[config.mk]
export PLATFORM = sky130hd
export DESIGN_NAME = ysyx_22050019_divider_cycle_flat
export DESIGN_NICKNAME = d
export VERILOG_FILES = /design/src/rtl/ysyx_22050019_divider_cycle_if.sv /design/src/rtl/ysyx_22050019_divider_cycle.sv /design/src/flat_wrapper.sv
export SDC_FILE = /design/constraint.sdc
export NUM_CORES = 1
export LEC_CHECK = 0
export ABC_AREA = 1
export ABC_CLOCK_PERIOD_IN_PS = 5200
export BUFFER_PORTS_ARGS = -buffer_cell sky130_fd_sc_hd__buf_2
export CAP_MARGIN = 20
export CORE_ASPECT_RATIO = 2
export CORE_UTILIZATION = 35
export CTS_BUF_LIST = sky130_fd_sc_hd__clkbuf_16
export CTS_CLUSTER_SIZE = 12
export DETAILED_ROUTE_END_ITERATION = 10
export PLACE_DENSITY = 0.53
export SYNTH_ARGS = -nofsm -noshare
export SYNTH_HDL_FRONTEND = slang
export SYNTH_SLANG_ARGS = --single-unit
[constraint.sdc]
create_clock -name clk -period 5.2 [get_ports clk]
set_input_delay 1.3 -clock clk [delete_from_list [all_inputs] [get_ports clk]]
set_output_delay 1.3 -clock clk [all_outputs]
set_load 0.02 [all_outputs]
[src/rtl/ysyx_22050019_divider_cycle_if.sv]
// Request/result bundle between the EX stage and the multi-cycle divider.
// The divider is the slave; the pipeline (or a testbench) is the master.
interface ysyx_22050019_divider_cycle_if #(
  parameter int XLEN = 64
);
  logic            div_valid;
  logic [2:0]      div_type;
  logic [XLEN-1:0] dividend_i;
  logic [XLEN-1:0] divisor_i;
  logic            flush;
  logic            result_ready;
  logic [XLEN-1:0] div_out;
  logic            div_stall;
  logic            result_ok;

  modport master (
    output div_valid, div_type, dividend_i, divisor_i, flush, result_ready,
    input  div_out, div_stall, result_ok
  );

  modport slave (
    input  div_valid, div_type, dividend_i, divisor_i, flush, result_ready,
    output div_out, div_stall, result_ok
  );
endinterface

[src/rtl/ysyx_22050019_divider_cycle.sv]
// Radix-2 restoring divider for RV64M DIV/DIVU/REM/REMU and their W forms.
// Magnitudes are divided one bit per cycle; signs are applied in a final FIX cycle.
module ysyx_22050019_divider_cycle #(
  parameter int XLEN  = 64,
  parameter int CNT_W = 7
) (
  input logic clk,
  input logic rst_n,
  ysyx_22050019_divider_cycle_if.slave dif
);

  typedef enum logic [1:0] {IDLE, CALC, FIX, DONE} state_e;

  localparam logic [XLEN-1:0] MIN_NEG  = {1'b1, {(XLEN-1){1'b0}}};
  localparam logic [XLEN-1:0] ALL_ONES = {XLEN{1'b1}};

  function automatic logic [XLEN-1:0] sext32(input logic [XLEN-1:0] v);
    return {{(XLEN-32){v[31]}}, v[31:0]};
  endfunction

  state_e            state_q, state_d;
  logic [CNT_W-1:0]  cnt_q, cnt_d;
  logic [XLEN-1:0]   rem_q, rem_d;
  logic [XLEN-1:0]   quo_q, quo_d;
  logic [XLEN-1:0]   dsr_q, dsr_d;
  logic              quoNeg_q, quoNeg_d;
  logic              remNeg_q, remNeg_d;
  logic              isRem_q, isRem_d;
  logic              isWord_q, isWord_d;
  logic [XLEN-1:0]   divOut_q, divOut_d;

  logic              isRemIn, isWordIn, isUnsIn;
  logic [XLEN-1:0]   dvdExt, dsrExt, magA, magB, quoInit, specialRes;
  logic              signA, signB, divZero, overflow;
  logic [XLEN:0]     shifted;
  logic              fits;
  logic [XLEN-1:0]   remStep, quoStep;
  logic [XLEN-1:0]   quoFix, remFix, fixRes;

  assign isRemIn  = dif.div_type[2];
  assign isWordIn = dif.div_type[1];
  assign isUnsIn  = dif.div_type[0];

  // Operand conditioning at accept: extend word operands, then take magnitudes.
  // The most-negative value's magnitude 2^(XLEN-1) is still exact as unsigned XLEN bits.
  always_comb begin
    dvdExt = dif.dividend_i;
    dsrExt = dif.divisor_i;
    if (isWordIn) begin
      dvdExt = isUnsIn ? {{(XLEN-32){1'b0}}, dif.dividend_i[31:0]} : sext32(dif.dividend_i);
      dsrExt = isUnsIn ? {{(XLEN-32){1'b0}}, dif.divisor_i[31:0]}  : sext32(dif.divisor_i);
    end
    signA    = ~isUnsIn & dvdExt[XLEN-1];
    signB    = ~isUnsIn & dsrExt[XLEN-1];
    magA     = signA ? -dvdExt : dvdExt;
    magB     = signB ? -dsrExt : dsrExt;
    quoInit  = isWordIn ? {magA[31:0], {(XLEN-32){1'b0}}} : magA;
    divZero  = (dsrExt == '0);
    overflow = ~isUnsIn & (isWordIn
               ? (dif.dividend_i[31:0] == 32'h8000_0000 && dif.divisor_i[31:0] == 32'hFFFF_FFFF)
               : (dif.dividend_i == MIN_NEG && dif.divisor_i == ALL_ONES));
    if (divZero) begin
      specialRes = isRemIn ? dvdExt : ALL_ONES;
    end else begin
      specialRes = isRemIn ? '0 : dvdExt;
    end
    if (isWordIn) begin
      specialRes = sext32(specialRes);
    end
  end

  // One restoring step: the shifted partial remainder can reach XLEN+1 bits.
  always_comb begin
    shifted = {rem_q, quo_q[XLEN-1]};
    fits    = (shifted >= {1'b0, dsr_q});
    remStep = fits ? (shifted[XLEN-1:0] - dsr_q) : shifted[XLEN-1:0];
    quoStep = {quo_q[XLEN-2:0], fits};
  end

  always_comb begin
    quoFix = quoNeg_q ? -quo_q : quo_q;
    remFix = remNeg_q ? -rem_q : rem_q;
    fixRes = isRem_q ? remFix : quoFix;
    if (isWord_q) begin
      fixRes = sext32(fixRes);
    end
  end

  always_comb begin
    state_d  = state_q;
    cnt_d    = cnt_q;
    rem_d    = rem_q;
    quo_d    = quo_q;
    dsr_d    = dsr_q;
    quoNeg_d = quoNeg_q;
    remNeg_d = remNeg_q;
    isRem_d  = isRem_q;
    isWord_d = isWord_q;
    divOut_d = divOut_q;
    unique case (state_q)
      IDLE: begin
        if (dif.div_valid && !dif.flush) begin
          isRem_d  = isRemIn;
          isWord_d = isWordIn;
          quoNeg_d = signA ^ signB;
          remNeg_d = signA;
          dsr_d    = magB;
          rem_d    = '0;
          quo_d    = quoInit;
          cnt_d    = isWordIn ? CNT_W'(XLEN/2) : CNT_W'(XLEN);
          if (divZero || overflow) begin
            divOut_d = specialRes;
            state_d  = DONE;
          end else begin
            state_d  = CALC;
          end
        end
      end
      CALC: begin
        rem_d = remStep;
        quo_d = quoStep;
        cnt_d = cnt_q - CNT_W'(1);
        if (cnt_q == CNT_W'(1)) begin
          state_d = FIX;
        end
      end
      FIX: begin
        divOut_d = fixRes;
        state_d  = DONE;
      end
      DONE: begin
        if (dif.result_ready) begin
          state_d = IDLE;
        end
      end
      default: state_d = IDLE;
    endcase
    // A flush wins over both a new accept and the consumer taking the result.
    if (dif.flush) begin
      state_d = IDLE;
    end
  end

  always_ff @(posedge clk or negedge rst_n) begin
    if (!rst_n) begin
      state_q  <= IDLE;
      cnt_q    <= '0;
      rem_q    <= '0;
      quo_q    <= '0;
      dsr_q    <= '0;
      quoNeg_q <= 1'b0;
      remNeg_q <= 1'b0;
      isRem_q  <= 1'b0;
      isWord_q <= 1'b0;
      divOut_q <= '0;
    end else begin
      state_q  <= state_d;
      cnt_q    <= cnt_d;
      rem_q    <= rem_d;
      quo_q    <= quo_d;
      dsr_q    <= dsr_d;
      quoNeg_q <= quoNeg_d;
      remNeg_q <= remNeg_d;
      isRem_q  <= isRem_d;
      isWord_q <= isWord_d;
      divOut_q <= divOut_d;
    end
  end

  assign dif.div_out   = divOut_q;
  assign dif.result_ok = (state_q == DONE);
  assign dif.div_stall = ((state_q == IDLE) && dif.div_valid && !dif.flush)
                       || (state_q == CALC) || (state_q == FIX)
                       || ((state_q == DONE) && !dif.result_ready);

endmodule
[src/flat_wrapper.sv]
// flat-port wrapper written by rule: the top's interface ports become plain ports
module ysyx_22050019_divider_cycle_flat 
#(
  parameter int XLEN  = 64,
  parameter int CNT_W = 7
)
  (clk, rst_n, dif_div_valid, dif_div_type, dif_dividend_i, dif_divisor_i, dif_flush, dif_result_ready, dif_div_out, dif_div_stall, dif_result_ok);
  ysyx_22050019_divider_cycle_if #(.XLEN(XLEN)) dif_i ();
  input logic clk;
  input logic rst_n;
  input wire logic [$bits(dif_i.div_valid)-1:0] dif_div_valid;
  input wire logic [$bits(dif_i.div_type)-1:0] dif_div_type;
  input wire logic [$bits(dif_i.dividend_i)-1:0] dif_dividend_i;
  input wire logic [$bits(dif_i.divisor_i)-1:0] dif_divisor_i;
  input wire logic [$bits(dif_i.flush)-1:0] dif_flush;
  input wire logic [$bits(dif_i.result_ready)-1:0] dif_result_ready;
  output wire logic [$bits(dif_i.div_out)-1:0] dif_div_out;
  output wire logic [$bits(dif_i.div_stall)-1:0] dif_div_stall;
  output wire logic [$bits(dif_i.result_ok)-1:0] dif_result_ok;
  assign dif_i.div_valid = dif_div_valid;
  assign dif_i.div_type = dif_div_type;
  assign dif_i.dividend_i = dif_dividend_i;
  assign dif_i.divisor_i = dif_divisor_i;
  assign dif_i.flush = dif_flush;
  assign dif_i.result_ready = dif_result_ready;
  assign dif_div_out = dif_i.div_out;
  assign dif_div_stall = dif_i.div_stall;
  assign dif_result_ok = dif_i.result_ok;
  ysyx_22050019_divider_cycle #(.XLEN(XLEN), .CNT_W(CNT_W)) u_core (.clk(clk), .rst_n(rst_n), .dif(dif_i));
endmodule
# Word level (Yosys, flattened, before mapping)
# Index checks and enable logic that the tools add are counted.
# W data, S select, Z words.
dict set report word_totals {
  wordCells 88
  reg_bits 269
  output_inout_bits 66
  in_bits 136
}
dict set report op_classes {
  n_eq_ne 13
  n_mux 33
  bitwise 5
  n_reduce_logical 20
  addsub 6
  magnitude_cmp 1
}
# cell n
set op_table {}
lappend op_table {{$mux W64} 20}
lappend op_table {{$pmux W64 S2} 3}
lappend op_table {{$neg A64 Y64} 4}
lappend op_table {{$eq A64 B64 Y1 const B} 2}
lappend op_table {{$ge A65 B64 Y1} 1}
lappend op_table {{$eq A32 B32 Y1 const B} 2}
lappend op_table {{$logic_not A64 Y1} 1}
lappend op_table {{$sub A64 B64 Y64} 1}
lappend op_table {{$mux W7} 2}
lappend op_table {{$pmux W7 S2} 1}
lappend op_table {{$mux W2} 5}
lappend op_table {{$pmux W2 S4} 1}
lappend op_table {{$eq A7 B1 Y1 const B} 1}
lappend op_table {{$sub A7 B1 Y7 const B} 1}
lappend op_table {{$logic_and A1 B1 Y1} 6}
lappend op_table {{$ne A3 B2 Y1 const B} 2}
lappend op_table {{$reduce_and A3 Y1} 2}
lappend op_table {{$eq A2 B2 Y1 const B} 2}
lappend op_table {{$logic_or A1 B1 Y1} 4}
lappend op_table {{$ne A2 B1 Y1 const B} 2}
lappend op_table {{$reduce_and A2 Y1} 2}
lappend op_table {{$reduce_bool A2 Y1} 2}
lappend op_table {{$and A1 B1 Y1} 3}
lappend op_table {{$ne A3 B3 Y1 const B} 1}
lappend op_table {{6 further kinds} 7}

# Depth between registers and ports, before layout
# Gate-level depths: netlist (run 1).
dict set report logic_depth {
  word_depth 9
  ltp_mapped 19
  mapped_depth_nobuf 19
}

# Worst setup path after synthesis (run 1)
# No wires, ideal clock.
dict set report synth_timing {
  path_type {input to output}
  from {input dif_flush}
  to {output dif_div_stall}
  path_stages 7
  arrival_ns 2.377
  n_path_buf 2
  path_slack_ns 1.523
  required_ns 3.900
  path_cell_list {inv_1 > nand2_1 > nor2_1 > inv_1 > clkbuf_1 > clkbuf_1 > o2111ai_1}
}
dict set report synth_via {
  elab_chain_cells 5
}
# item line
set synth_rtl {}
lappend synth_rtl {{start: declaration} flat_wrapper.sv:15} ;# input wire logic [$bits(dif_i.flush)-1:0] dif_flush;
lappend synth_rtl {{$logic_not A1 Y1} ysyx_22050019_divider_cycle.sv:172} ;# assign dif.div_stall = ((state_q == IDLE) && dif.div_valid && !dif.flush)
lappend synth_rtl {{$logic_and A1 B1 Y1} ysyx_22050019_divider_cycle.sv:172}
lappend synth_rtl {{$logic_or A1 B1 Y1 (2 in series)} ysyx_22050019_divider_cycle.sv:173} ;# || (state_q == CALC) || (state_q == FIX)
lappend synth_rtl {{$logic_or A1 B1 Y1} ysyx_22050019_divider_cycle.sv:174} ;# || ((state_q == DONE) && !dif.result_ready);
lappend synth_rtl {{end: declaration} flat_wrapper.sv:18} ;# output wire logic [$bits(dif_i.div_stall)-1:0] dif_div_stall;
# Every way passes these cells.

# Final worst setup path (run 1)
dict set report layout_timing {
  from {input dif_divisor_i[5]}
  to {register u_core.divOut_q[57], in the netlist u_core.dif.div_out[57]}
}
dict set report layout_via {
  elab_chain_cells 8
  elab_cells_between_ends 17
  classes_between {3 x eq/ne; 8 x mux; 1 x bitwise; 5 x reduce/logical}
}
# item line
set layout_rtl {}
lappend layout_rtl {{start: declaration} flat_wrapper.sv:14} ;# input wire logic [$bits(dif_i.divisor_i)-1:0] dif_divisor_i;
lappend layout_rtl {{$mux W64} ysyx_22050019_divider_cycle.sv:51} ;# dsrExt = isUnsIn ? {{(XLEN-32){1'b0}}, dif.divisor_i[31:0]} : sext32(dif.divisor_i);
lappend layout_rtl {{$mux W64} ysyx_22050019_divider_cycle.sv:49} ;# if (isWordIn) begin
lappend layout_rtl {{$logic_not A64 Y1} ysyx_22050019_divider_cycle.sv:58} ;# divZero = (dsrExt == '0);
lappend layout_rtl {{$mux W64} ysyx_22050019_divider_cycle.sv:62} ;# if (divZero) begin
lappend layout_rtl {{$mux W64} ysyx_22050019_divider_cycle.sv:67} ;# if (isWordIn) begin
lappend layout_rtl {{$mux W64} ysyx_22050019_divider_cycle.sv:111} ;# if (divZero || overflow) begin
lappend layout_rtl {{$mux W64} ysyx_22050019_divider_cycle.sv:102} ;# if (dif.div_valid && !dif.flush) begin
lappend layout_rtl {{$pmux W64 S2} ysyx_22050019_divider_cycle.sv:100} ;# unique case (state_q)
lappend layout_rtl {{end signal: assignment} ysyx_22050019_divider_cycle.sv:166} ;# divOut_q <= divOut_d;
lappend layout_rtl {{end: declaration} ysyx_22050019_divider_cycle.sv:30} ;# logic [XLEN-1:0] divOut_q, divOut_d;
# Parallel ways exist; a longest one is shown, timed or not. The select of a mux whose other input is x is not followed.
# A chain may end at the register's enable or synchronous reset.

==> results.sh, run 1 <==
export IMPL_grt_util_all_layers_pct=36.8
export IMPL_finalClockSkew_ps=29.7
export IMPL_cts_setup_buffers=0
export IMPL_ys_ff_latch=269
export IMPL_slew_violations=0
export IMPL_p_leak_nw=17.3
export IMPL_clkTransAtPathRegs_ps=60
export IMPL_synth_xor_area_share_pct=3.80
export IMPL_crit_path_frequent_cell="nand2_1"
export IMPL_dieArea_sq_um=82900
export IMPL_netlist_instances=5108
export IMPL_cp_required_ps=5770
export IMPL_clk_latency_ps=660
export IMPL_worst_path_max_delay_cell="nor2_1"
export IMPL_yosysWarnings=0
export IMPL_grt_overflow_total=0
export IMPL_cts_hold_buf=0
export IMPL_viasPerCell=5.45
export IMPL_start_util_pct=35.5
export IMPL_synth_top_family_by_area="simple AND/OR/NAND/NOR gates"
export IMPL_fin_tns_setup_ps=0
export IMPL_die_w_microns=204
export IMPL_synth_compound_area_share_pct=13.2
export IMPL_syn_nets=5320
export IMPL_ir_worst_vdd_uv=303
export IMPL_start_kind="primary input"
export IMPL_cts_buffers=30
export IMPL_dr_pass1_iters=6
export IMPL_synth_adder_area_share_pct=3.35
export IMPL_pin_count=202
export IMPL_clockBufferDepth=3
export IMPL_antenna_found_initial=5
export IMPL_clock_sinks=269
export IMPL_seqCellArea_sq_um=6740
export IMPL_ctsResizeCount=0
export IMPL_layout_area_overhead_vs_synth_pct=11.0
export IMPL_hpwl_mm=124
export IMPL_period_share_pct=84.4
export IMPL_ys_seq_area_share_pct=23.5
export IMPL_gp_congestion=1.01
export IMPL_wl_mm=153
export IMPL_finalInstanceArea_sq_um=31700
export IMPL_rows=147
export IMPL_synth_distinct_cells=49
export IMPL_worst_pin_slew_ps=1250
export IMPL_status="finished clean"
export IMPL_syn_avg_cell_area_sq_um=5.60
export IMPL_cp_arrival_ps=4960
export IMPL_vias=34300
export IMPL_setup_violations=0
export IMPL_max_slew_margin_pct=16.1
export IMPL_rsz0062_at_grt="no"
export IMPL_pwr_density_cell_nw_per_um2=462
export IMPL_synth_simple_gate_area_share_pct=45.3
export IMPL_crit_type="primary input to flop"
export IMPL_cts_tree="yes"
export IMPL_drv_cap=0
export IMPL_place_area_sq_um=30800
export IMPL_drive_above_1_share_pct=7.03
export IMPL_routedWlPerCell_microns=24.3
export IMPL_fillers=9230
export IMPL_cp_cell_sequence="buf_2 -> inv_1 -> nor2_1 -> nand3_1 -> nor3b_1 -> nand2_1 -> a21oi_1 -> nand2_1 -> nand3_2 -> nand2_2 -> inv_2 -> buf_12 -> nand3_1 -> nand2_1"
export IMPL_grt_first_pass_wirelength_mm=220
export IMPL_power_total_mw=14.7
export IMPL_core_area_sq_um=80600
export IMPL_grt_pass1_vias=33700
export IMPL_grt_max_degree=83
export IMPL_cts_root_buf="clkbuf_16"
export IMPL_post_route_min_period_ps=4390
export IMPL_drc=0
export IMPL_nets=5440
export IMPL_multi_input_area_sq_um=18800
export IMPL_hold_viol=0
export IMPL_htree_levels=1
export IMPL_die_h_microns=406
export IMPL_muxShareOfSynthArea_pct=0
export IMPL_critPathMaxStageDelay_ps=570
export IMPL_timing_fmax_mhz=228
export IMPL_port_buffers=201
export IMPL_cp_max_fo=36
export IMPL_drt_iter0_markers=2747
export IMPL_worstHoldPathType="flop to flop"
export IMPL_syn_area_sq_um=28600
export IMPL_critPathCaptureType="flop"
export IMPL_ant_nets=0
-- where the power goes --
part / internal (mW) / leakage (nW) / switching (mW)
clock network: 1.09 / 0.457 / 1.03
registers: 2.85 / 3.45 / 0.801
logic: 2.46 / 13.4 / 6.44
-- Yosys cell counts (all sizes together) --
cell     number  share of area [%]
xor2         87                2.7
o211ai        4               0.11
xnor2        37                1.1
a21oi       272                4.8
nand3       545                9.6
nand4        65                1.5
a22oi        38                1.0
o2111ai       2              0.061
nor4          6               0.13
clkinv        2              0.026
nand3b       41                1.1
o31ai         6               0.16
o221ai        2              0.061
nor3         48               0.84
a211oi        2              0.052
a221oi        2              0.061
or2           6               0.13
buf          73                1.4
a21boi        6               0.16
dfrtp       269                 24
nand2      1825                 24
nor3b         3              0.079
a21o          1              0.026
ha           75                3.3
o22ai        10               0.22
nor2b         1              0.022
and2          1              0.022
o21a          3              0.079
a2bb2oi       1              0.031
o21ai       342                6.0
fa            1              0.070
nor2        595                7.9
a31oi        12               0.26
inv         590                7.7
and3          4              0.087
o21bai        7               0.18
clkbuf      124                1.6
-- sequential cells by signal (all words and copies together) (netlist names) --
name	flops
u_core.dsr_q	64
u_core.quo_q	64
u_core.rem_q	64
u_core.isRem_q	1
u_core.state_q	2
u_core.cnt_q	7
u_core.dif.div_out	64
u_core.remNeg_q	1
u_core.quoNeg_q	1
u_core.isWord_q	1
-- per-stage QoR --
| stage | util (%) | instances | hold WS, ps | setup WS, ps |
|---|---|---|---|---|
| 5_1_grt | 39.4 | 6290 | 509 | 631 |
| 2_1_floorplan | - | 5108 | 449 | 1520 |
| 3_5_place_dp | 38.2 | 6231 | 461 | 290 |
| 4_1_cts | 39.3 | 6282 | 479 | 947 |
| 3_3_place_gp | 38.2 | 6230 | 459 | 264 |
| 6_report | 39.4 | 6292 | 473 | 813 |
-- final cells by class --
| cell class | instances | area share (%) |
|---|---|---|
| Clock inverter | 21 | 0.438 |
| Inverter | 592 | 7.01 |
| Multi-Input combinational cell | 4050 | 59.4 |
| Tap cell | 1043 | 4.11 |
| Timing Repair Buffer | 285 | 5.49 |
| Sequential cell | 269 | 21.2 |
| Clock buffer | 30 | 2.37 |
| Antenna cell | 2 | 0.0158 |
-- cell families after synthesis --
kind of cell	after synthesis
AND/OR/NAND/NOR	3140
buffers and inverters	789
AO/OA/AOI/OAI	710
flip-flops	269
XOR/XNOR	124
adder cells (fa/ha/maj)	76
-- placed cells by master, fill, tap and decap left out, types with 5 or more instances in the layout --
cell type,n
o21ai_1,13
nand3_1,542
dfrtp_1,266
xnor2_1,37
nand2_1,1821
o22ai_1,10
clkinv_1,7
nor4_1,6
inv_1,583
nor2_1,586
clkbuf_16,30
nand3b_1,41
clkbuf_4,5
nor3_1,48
a22oi_1,38
nand4_1,64
a21boi_0,6
o21bai_1,7
a31oi_1,12
nor2_4,6
buf_12,7
inv_2,11
buf_4,69
clkinv_2,6
ha_1,73
buf_2,201
o21ai_0,326
o31ai_1,6
a21oi_1,272
xor2_1,87
or2_2,6
-- routing by layer --
| layer | wire (microns) | share of wire (%) | track usage, % |
|---|---|---|---|
| met1 | 50200 | 33 | 34.6 |
| met2 | 76900 | 50 | 66.4 |
| met3 | 7080 | 4.6 | 4.79 |
| met4 | 18900 | 12 | 37.4 |
| met5 | 21 | 0.014 | 0 |
-- worst max-delay path, delay by kind of cell --
| family | cells | cell delay, ps |
|---|---|---|
| AO/OA/AOI/OAI | 1 | 560 |
| buffers and inverters | 4 | 840 |
| AND/OR/NAND/NOR | 9 | 2190 |
-- path summary, 6_finish.rpt --
kind	from	end	slack, ps	depth (start not counted)
min in group asynchronous	rst_n	u_core.rem_q[1]$_DFFE_PN0P_	590	1
max in group asynchronous	rst_n	u_core.dif.div_out[50]$_DFFE_PN0P_	3610	2
worst max register to register	u_core.rem_q[0]$_DFFE_PN0P_	u_core.dif.div_out[38]$_DFFE_PN0P_	1500	14
worst min register to register	u_core.dif.div_out[9]$_DFFE_PN0P_	u_core.dif.div_out[9]$_DFFE_PN0P_	470	2
worst min-delay path	u_core.dif.div_out[9]$_DFFE_PN0P_	u_core.dif.div_out[9]$_DFFE_PN0P_	470	2
worst max-delay path	dif_divisor_i[5]	u_core.dif.div_out[57]$_DFFE_PN0P_	810	14
Note: power is estimated with default switching activity, not from simulation.
==> inputs of run 2 (changes only) <==
Settings changed: ABC_AREA 1 to 0, ABC_CLOCK_PERIOD_IN_PS 5200 to 4070, PLACE_DENSITY 0.53 to 0.54.
Clock period 5.2 ns to 4.07 ns, I/O delays scaled along.
==> run 2 against run 1 <==
Net effect:
- hold slack worse by 85 ps
- sequential power up 35%
- critical path type is now flop to flop
- critical endpoint is now u_core.dif.div_out[54]$_DFFE_PN0P_
- combinational power up 44%
- sequential share of layout area up 2.5 points
- flip-flop and latch count unchanged
- register-to-register slack worse by 1400 ps
- largest cell class unchanged
==> results.sh, run 2 <==
export IMPL_status="finished clean"
export IMPL_drive_above_1_share_pct=18.1
export IMPL_vias=24100
export IMPL_netlist_instances=3131
export IMPL_port_buffers=201
export IMPL_start_util_pct=35.4
export IMPL_post_route_min_period_ps=3980
export IMPL_finalNonFillerCells=4374
export IMPL_yosysWarnings=0
export IMPL_cp_required_ps=4550
export IMPL_hold_viol=0
export IMPL_htree_levels=1
export IMPL_ys_ff_latch=269
export IMPL_wl_mm=93.1
export IMPL_swShare_pct=49.6
export IMPL_final_cell_mix="346 x nand2_1, 307 x o21ai_0, 299 x buf_4"
export IMPL_start_kind="flop"
export IMPL_slew_violations=0
export IMPL_core_area_sq_um=65900
export IMPL_clkTransAtPathRegs_ps=70
export IMPL_rsz0062_at_grt="no"
export IMPL_cts_hold_buf=0
export IMPL_pwr_density_cell_nw_per_um2=716
export IMPL_cts_setup_buffers=0
export IMPL_ys_seq_area_share_pct=28.8
export IMPL_worst_pin_slew_ps=1010
export IMPL_syn_nets=3343
export IMPL_routedWlPerCell_microns=21.3
export IMPL_dieArea_sq_um=67800
export IMPL_fin_tns_setup_ps=0
export IMPL_critPathCaptureType="flop"
export IMPL_synthTopCellsByArea="dfrtp_1 29%, xnor2_1 6.8%, o21ai_0 6.6%, nand2_1 5.6%, a21oi_1 5.2%"
export IMPL_drv_cap=0
export IMPL_p_int_mw=10.2
export IMPL_cts_root_buf="clkbuf_16"
export IMPL_drc=0
export IMPL_fillers=7027
export IMPL_hpwl_mm=74.8
export IMPL_worst_hold_slack_ps=388
export IMPL_ant_nets=0
export IMPL_clk_latency_ps=610
export IMPL_grt_max_degree=129
export IMPL_final_common_cell="nand2_1"
export IMPL_die_w_microns=185
export IMPL_die_h_microns=367
export IMPL_p_clk_share_pct=12.9
export IMPL_nets=3690
export IMPL_final_util_pct=43.0
export IMPL_yosysTopAreaCell="dfrtp_1"
export IMPL_async_flop_share_pct=100
export IMPL_grt_util_all_layers_pct=27.3
export IMPL_grt_pass1_vias=24200
export IMPL_gp_congestion=0.967
export IMPL_finalClockSkew_ps=24.6
export IMPL_clock_sinks=269
export IMPL_clockBufferDepth=3
export IMPL_grt_overflow_total=0
export IMPL_antenna_found_initial=7
export IMPL_timing_fmax_mhz=251
export IMPL_ctsResizeCount=0
export IMPL_cts_buffers=29
export IMPL_synth_distinct_cells=80
export IMPL_p_leak_nw=12.7
export IMPL_layout_area_overhead_vs_synth_pct=21.4
export IMPL_syn_area_sq_um=23300
export IMPL_setup_violations=0
export IMPL_period_share_pct=97.8
export IMPL_cts_tree="yes"
export IMPL_syn_avg_cell_area_sq_um=7.46
export IMPL_synth_main_ff_cell="dfrtp_1"
export IMPL_synth_common_cells="346 x nand2_1, 309 x o21ai_0, 297 x nor2_1"
export IMPL_cp_max_fo=5
export IMPL_drt_iter0_markers=1509
export IMPL_dr_pass1_iters=8
export IMPL_pin_count=202
export IMPL_seq_power_share_pct=24.2
export IMPL_grt_first_pass_wirelength_mm=141
export IMPL_worstHoldPathType="primary input to async pin"
export IMPL_rows=133
export IMPL_p_comb_share_pct=62.9
export IMPL_ir_worst_vdd_uv=452
export IMPL_crit_type="flop to flop"
export IMPL_viasPerCell=5.52
export IMPL_cp_arrival_ps=4460
export IMPL_synth_edf_count=0
export IMPL_finalInstanceArea_sq_um=28300
export IMPL_synth_most_common_cell="nand2_1"
export IMPL_place_area_sq_um=27400
export IMPL_power_switching_mw=10.1
export IMPL_max_slew_margin_pct=32.4
export IMPL_post_place_cells=4324
export IMPL_yosysTopAreaCellShare_pct=28.8
run 2: cell count changes in the layout (fill, tap and decap cells not counted), sizes merged, moves of 40 or more:
cell / before / now
inv: 596 / 181
buf: 279 / 523
nand2: 1825 / 346
o31ai: 6 / 60
a211oi: 2 / 70
xnor2: 37 / 182
nand3: 545 / 151
a21o: 1 / 41
nor2: 595 / 298
run 2: power groups by stage:
stage          Sequential (mW)  Clock [mW]  Combinational (mW)
5_1_grt                   5.04        2.77                14.0
4_1_cts                   4.89        2.69                12.7
6_report                  4.91        2.61                12.8
3_5_place_dp              4.93           0                12.6
2_1_floorplan             4.77           0                8.01
3_3_place_gp              4.92           0                12.6
run 2: through the flow:
stage,worst slack [ps],power (mW)
finish,90.9,20.3
floorplan,6.38,12.8
global route,0.259,21.8
CTS,44.7,20.3
detailed placement,-348,17.6
global placement,-312,17.5
run 2: critical path, stage by stage (launching register included):
cell      delay [ps]
dfrtp_1          380
or4_4            560
or4_4            440
or4_4            570
nor2_4           170
nand4b_2         210
or4_4            530
o21ai_0          210
xnor2_1          100
a221oi_1         400
o21ai_0          160
o21a_1           120
run 2: final cells by class:
cell class	instances	area, sq um	area share (%)
sequential	269	6740	23.8
multi-input combinational	2477	15200	53.8
clock buffer	29	726	2.56
tap	877	1100	3.87
antenna	2	5.00	0.0177
clock inverter	19	139	0.490
timing repair buffer	523	3730	13.1
inverter	178	668	2.36
run 2: final timing paths:
path,end,slack (ps),cells past startpoint,startpoint
max,u_core.dif.div_out[54]$_DFFE_PN0P_,90,11,u_core.quo_q[10]$_DFFE_PN0P_
min,u_core.dsr_q[12]$_DFFE_PN0P_,390,1,rst_n
max reg2reg,u_core.dif.div_out[54]$_DFFE_PN0P_,90,11,u_core.quo_q[10]$_DFFE_PN0P_
min reg2reg,u_core.dsr_q[29]$_DFFE_PN0P_,470,2,u_core.dsr_q[29]$_DFFE_PN0P_
max in group asynchronous,u_core.dif.div_out[0]$_DFFE_PN0P_,2720,2,rst_n
min in group clk,u_core.dsr_q[29]$_DFFE_PN0P_,470,2,u_core.dsr_q[29]$_DFFE_PN0P_
run 2: layer usage:
metal | part of all wire, % | routed length, microns | track usage [%] | vias to the layer above
met5 | 0.082 | 76 | 0 | -
met4 | 6.9 | 6390 | 16.9 | 12
met3 | 4.0 | 3680 | 2.46 | 183
met2 | 51 | 47800 | 50.0 | 657
met1 | 38 | 35100 | 29.7 | 11400
li1 | - | - | - | 11800
run 2: kinds of logic (layout without fill, tap and decap cells):
group,after synthesis,in the layout,synth area share [%]
AND/OR/NAND/NOR,1108,1108,22.2
multiplexers,23,23,1.07
AO/OA/AOI/OAI,934,934,24.7
buffers and inverters,385,749,6.34
XOR/XNOR,306,306,11.5
adder cells (fa/ha/maj),106,106,5.39
flip-flops,269,269,28.8
other,0,2,0
